===== src/rtl/fetch_unit.sv =====
// Instruction fetch stage: one outstanding memory request, holds the fetched word for decode,
// and handles redirects arriving while a request is in flight by draining it in FLUSH.
module fetch_unit #(
    parameter logic [31:0] RESET_PC = 32'h0000_0000
) (
    input  logic        clk,
    input  logic        rst,
    output logic        imem_req,
    output logic [31:0] imem_addr,
    input  logic        imem_ack,
    input  logic [31:0] imem_rdata,
    input  logic        stall,
    input  logic        redirect,
    input  logic [31:0] redirect_pc,
    output logic [31:0] instr,
    output logic [31:0] pc,
    output logic        valid,
    output logic [6:0]  opcode,
    output logic [2:0]  fun3,
    output logic        fun7,
    output logic        misalign
);

    localparam logic [31:0] NOP = 32'h0000_0013;

    typedef enum logic [1:0] {
        ST_REQ,
        ST_VALID,
        ST_FLUSH
    } state_t;

    state_t      state_q, state_d;
    logic [31:0] fetch_pc_q, fetch_pc_d;
    logic [31:0] instr_q, instr_d;
    logic [31:0] pc_q, pc_d;
    logic [31:0] redir_pc_q, redir_pc_d;
    logic        misalign_q, misalign_d;
    logic [31:0] redirect_aligned;
    logic [31:0] flush_target;

    assign redirect_aligned = {redirect_pc[31:2], 2'b00};
    // A redirect during FLUSH replaces the recorded target, even on the ack cycle.
    assign flush_target     = redirect ? redirect_aligned : redir_pc_q;

    always_ff @(posedge clk or posedge rst) begin
        if (rst) begin
            state_q    <= ST_REQ;
            fetch_pc_q <= RESET_PC;
            instr_q    <= NOP;
            pc_q       <= RESET_PC;
            redir_pc_q <= RESET_PC;
            misalign_q <= 1'b0;
        end else begin
            state_q    <= state_d;
            fetch_pc_q <= fetch_pc_d;
            instr_q    <= instr_d;
            pc_q       <= pc_d;
            redir_pc_q <= redir_pc_d;
            misalign_q <= misalign_d;
        end
    end

    always_comb begin
        state_d    = state_q;
        fetch_pc_d = fetch_pc_q;
        instr_d    = instr_q;
        pc_d       = pc_q;
        redir_pc_d = redir_pc_q;
        misalign_d = redirect && (redirect_pc[1:0] != 2'b00);
        case (state_q)
            ST_REQ: begin
                if (redirect) begin
                    if (imem_ack) begin
                        fetch_pc_d = redirect_aligned;
                    end else begin
                        // Request already issued: keep its address until it completes.
                        redir_pc_d = redirect_aligned;
                        state_d    = ST_FLUSH;
                    end
                end else if (imem_ack) begin
                    instr_d    = imem_rdata;
                    pc_d       = fetch_pc_q;
                    fetch_pc_d = fetch_pc_q + 32'd4;
                    state_d    = ST_VALID;
                end
            end
            ST_VALID: begin
                if (redirect) begin
                    fetch_pc_d = redirect_aligned;
                    state_d    = ST_REQ;
                end else if (!stall) begin
                    state_d = ST_REQ;
                end
            end
            ST_FLUSH: begin
                redir_pc_d = flush_target;
                if (imem_ack) begin
                    fetch_pc_d = flush_target;
                    state_d    = ST_REQ;
                end
            end
            default: begin
                state_d = ST_REQ;
            end
        endcase
    end

    assign imem_req  = !rst && (state_q != ST_VALID);
    assign imem_addr = fetch_pc_q;
    assign valid     = (state_q == ST_VALID);
    assign instr     = instr_q;
    assign pc        = pc_q;
    assign opcode    = instr_q[6:0];
    assign fun3      = instr_q[14:12];
    assign fun7      = instr_q[30];
    assign misalign  = misalign_q;

endmodule


===== config.mk =====
export PLATFORM = sky130hd
export DESIGN_NAME = fetch_unit
export DESIGN_NICKNAME = d
export VERILOG_FILES = /design/src/rtl/fetch_unit.sv
export SDC_FILE = /design/constraint.sdc
export NUM_CORES = 1
export LEC_CHECK = 0
export ABC_AREA = 1
export ABC_CLOCK_PERIOD_IN_PS = 6300
export BUFFER_PORTS_ARGS = -buffer_cell sky130_fd_sc_hd__clkbuf_2
export CAP_MARGIN = 20
export CORE_UTILIZATION = 50
export DETAILED_ROUTE_END_ITERATION = 8
export GPL_ROUTABILITY_DRIVEN = 0
export GPL_TIMING_DRIVEN = 0
export PLACE_DENSITY = 0.76
export SYNTH_ARGS = -nofsm -noshare
export SYNTH_HDL_FRONTEND = slang
export SYNTH_SLANG_ARGS = --single-unit

===== constraint.sdc =====
create_clock -name clk -period 6.3 [get_ports clk]
set_input_delay 1.26 -clock clk [delete_from_list [all_inputs] [get_ports clk]]
set_output_delay 1.26 -clock clk [all_outputs]
set_load 0.02 [all_outputs]

# Word level (Yosys, flattened, before mapping)
# Cells that the tools add are included.
[classes]
n_lt_le_gt_ge = 0
n_addsub = 1
div = 0
mux = 17
n_mul = 0
n_eq_ne = 11
reduce_logical = 11
n_shift = 0
n_bitwise = 1
[op_table]
columns = ["op", "n"]
rows = [
  ["$mux 32", 8],
  ["$pmux 32 s3", 1],
  ["$pmux 32 s2", 1],
  ["$add 32x3->32 const B", 1],
  ["$mux 2", 6],
  ["$ne 2x2->1 const B", 5],
  ["$ne 3x3->1 const B", 3],
  ["$reduce_and 4->1", 2],
  ["$pmux 2 s3", 1],
  ["$reduce_and 3->1", 2],
  ["$reduce_bool 2->1", 2],
  ["$reduce_bool 3->1", 1],
  ["$eq 2x1->1 const B", 1],
  ["$eq 2x2->1 const B", 1],
  ["$logic_and 1x1->1", 2],
  ["$logic_not 2->1", 1],
  ["$ne 2x1->1 const B", 1],
  ["$logic_not 1->1", 1],
  ["$not 1->1", 1],
]
[word_totals]
n_memories = 0
elab_cells = 47
ram_bits = 0
regBits = 131
in_bits = 69
rom_bits = 0
latch_bits = 0

# Depth between registers and ports, before layout
[depth]
depth_word = 4
mapped_depth = 12
mapped_depth_nobuf = 12

# Worst setup path after synthesis
# Ideal clock, no wire load.
[synth_timing]
kind = "in2out"
startpoint = "in rst"
endpoint = "out imem_req"
path_stages = 1
setup_slack_ps = 3500
required_time_ps = 5040
arrival_ps = 1540
cell_sequence = "nor2_1"
[synth_via]
elab_chain_cells = 2
[synth_rtl]
columns = ["element", "line", "source"]
rows = [
  ["from (decl)", "7", "input logic rst,"],
  ["$logic_not 1->1", "108", "assign imem_req = !rst && (state_q != ST_VALID);"],
  ["$logic_and 1x1->1", "108", ""],
  ["to (decl)", "8", "output logic imem_req,"],
]
# No other way between the ends.

# Final worst setup path
[layout_timing]
startpoint = "reg state_q[1]"
endpoint = "out imem_req"
[layout_via]
elab_chain_cells = 2
[layout_rtl]
columns = ["element", "line", "source"]
rows = [
  ["from (decl)", "32", "state_t state_q, state_d;"],
  ["from (signal assigned)", "54", "state_q <= state_d;"],
  ["$ne 2x1->1", "108", ""],
  ["$logic_and 1x1->1", "108", ""],
]
# No other way between the ends.

==> metrics <==
Ant. Diodes 0; fin cells 1308; nets@finish 1189; max cap viols 0; Main synth FF type dfrtp_1; count of cell types in the netlist 27; Setup CP Type reg -> out; Clk Latency, worst-skew pair 430 ps; Synth Area in Adders 0.880%; drt wl/cell 16.0 um; Synthesis Warnings 0; GRT Total Usage 29.4%; DR DRC count 0; Reg clk slew, reported paths 60 ps; Routed Antenna Nets 0; I/O pin cnt 179; TritonCTS buffer count 17; std cell rows 43; Port-buffer cells 177; power density over the cells 582 nW/um^2; critical path peak fanout 10; XOR/XNOR Fraction of Synth Area 0.616%; P_leak 0.00445 uW; worst reg-to-reg path cell count 8; total setup buffers inserted after CTS 0; leading post-synthesis cells by cell area dfrtp_1 (45%), nand2_1 (15%), a21oi_1 (6.8%), mux2_2 (6.3%), o21ai_0 (4.2%); share of post-route cells with drive strength above 1 26.8%; Hold Path Depth 2; Root Driver clkbuf_16; final core occ 63.6%; RSZ-0062 raised after global routing false; CTS resizes 0; CP startpoint kind flip-flop; Worst-Margin Slew 623 ps; cells after synthesis 918; Max clock buf depth 2; Relative slew margins 58.5%; worst min path class reg -> reg; VDD IR max 244 uV; area leader, netlist dfrtp_1; final hold viol count 0; status complete, no violations; CP arrival 2030 ps; Final Critical Period 3290 ps; vias in the first global route 6387; largest net degree at the start of global routing 68; H-tree depth 4; Max Clk Rate 0.304 GHz; ys async rst share 100%; hold_ws 485 ps; first-pass GRT wire length 32.9 mm; routed wire length 21.0 mm; Synth top cells by count nand2_1 (291), dfrtp_1 (128), a21oi_1 (96); post-synthesis mux area share 6.34%; Final HPWL DP 15.7 mm; post-synthesis net count 992; GR Overflow Total 0; Synth Register Bits 131; Synth Area in Compound Gates 14.8%; die area 14700 um^2; main combinational cell family by area after synthesis simple AND/OR/NAND/NOR gates; Mapped Area 7110 um^2; drt first-iter violations 628; Worst setup EP type output pin; Initial Util 51.2%; register area share after synthesis 46.2%; Die Span Y 121 um; crit share post-route 52.2%; Setup Viol. Count Final 0; syn_area_per_cell 7.74 um^2; dpl cells 1276; Vias 7011; placed cell areas 8250 um^2; WP data required 5040 ps; initial antenna violation count 0; # clock sinks 131; Clock Skews 7.74 ps; Avg Vias per Cell 5.36; Finished Cell Area 8830 um^2; CORE AREA 13900 um^2; DRT Pass-1 Iters 6; count leader, synth nand2_1; EDFF count, synth 0; simple-gate share of the synthesized area 23.5%; total power 5140 uW; Synth top area share 45.1%; synth-to-layout area growth 24.3%; Final Slew Violations 0; die span in x 121 um; CTS tree yes; hold_buf cts 0
[state kept, by name, indices dropped and copies added (netlist names)]
| name | count |
|---|---|
| imem_addr | 32 |
| instr | 32 |
| pc | 32 |
| redir_pc_q | 32 |
| state_q | 2 |
| misalign | 1 |
[per-stage QoR]
step                      setup slack (ps)  setup TNS, ps
after CTS                             3030              0
final                                 3010              0
after global placement               -35.5          -2750
after floorplan                       1550              0
after global routing                  2940              0
after detailed placement              3390              0
[cells in the final DEF (no fill, tap or decap), types with 2 or more instances in the layout]
cell and n:
o22ai_1 6, a211oi_1 6, o21ai_1 3, inv_1 59
nor2_1 69, mux2_2 40, clkbuf_1 23, nand2_2 2
a31oi_1 21, clkinvlp_4 4, nand3_1 49, bufinv_16 2
clkbuf_8 3, o21ai_0 60, o31ai_1 2, buf_2 24
dfrtp_1 128, xor2_1 5, buf_6 3, a21oi_1 96
nor2_2 7, nand2_1 291, dfstp_2 3, a21oi_2 2
clkinv_2 3, buf_4 11, buf_1 2, clkbuf_16 17
ha_1 5, clkbuf_2 177
[worst max-delay path, stage by stage, from the launching register on]
cell and delay (ps):
dfrtp_1 410, inv_1 130, ha_1 300, clkbuf_1 480
nor2_1 100, clkbuf_2 170
[cell type report]
type,instances,area (um^2)
Clock buffer,23,478
Inverter,61,234
Clock inverter,9,105
Multi-Input combinational cell,666,3280
Timing Repair Buffer,178,913
Tap cell,180,225
Buffer,60,319
Sequential cell,131,3280
Fill cell,1212,5050
[cells by family (layout without fill, tap and decap cells)]
logic type / after synthesis / after routing
adders and majority gates: 5 / 5
xor gates and xnor gates: 5 / 5
DFF: 131 / 131
muxes: 40 / 40
buffers and inverters: 121 / 331
and+or+nand+nor: 419 / 419
AOI/OAI and AO/OA: 197 / 197
[final timing paths]
path | from | to | slack (ps)
setup / recovery | state_q[1]$_DFFE_PP0P_ | imem_req | 3010
max in group asynchronous | rst | instr[0]$_DFFE_PP1P_ | 4580
min in group asynchronous | rst | redir_pc_q[8]$_DFFE_PP0P_ | 930
hold reg to reg | pc[12]$_DFFE_PP0P_ | pc[12]$_DFFE_PP0P_ | 480
hold / removal | pc[12]$_DFFE_PP0P_ | pc[12]$_DFFE_PP0P_ | 480
setup reg to reg | state_q[0]$_DFFE_PP0P_ | imem_addr[12]$_DFFE_PP0P_ | 3910
[metal layers]
metal / vias up / global-route usage (%) / share of wire, %
met5: - / 0 / 0
met2: 327 / 47.7 / 47
met3: 40 / 7.38 / 8.5
met1: 3237 / 37.9 / 42
li1: 3407 / - / -
met4: 0 / 10.6 / 2.0
[power by group]
part	total [uW]	leakage, uW	switching, uW	internal, uW
Sequential	1580	0.00158	326	1250
Clock	973	0.000275	363	610
Combinational	2590	0.00260	1690	909
(Power assumes the default switching activity.)
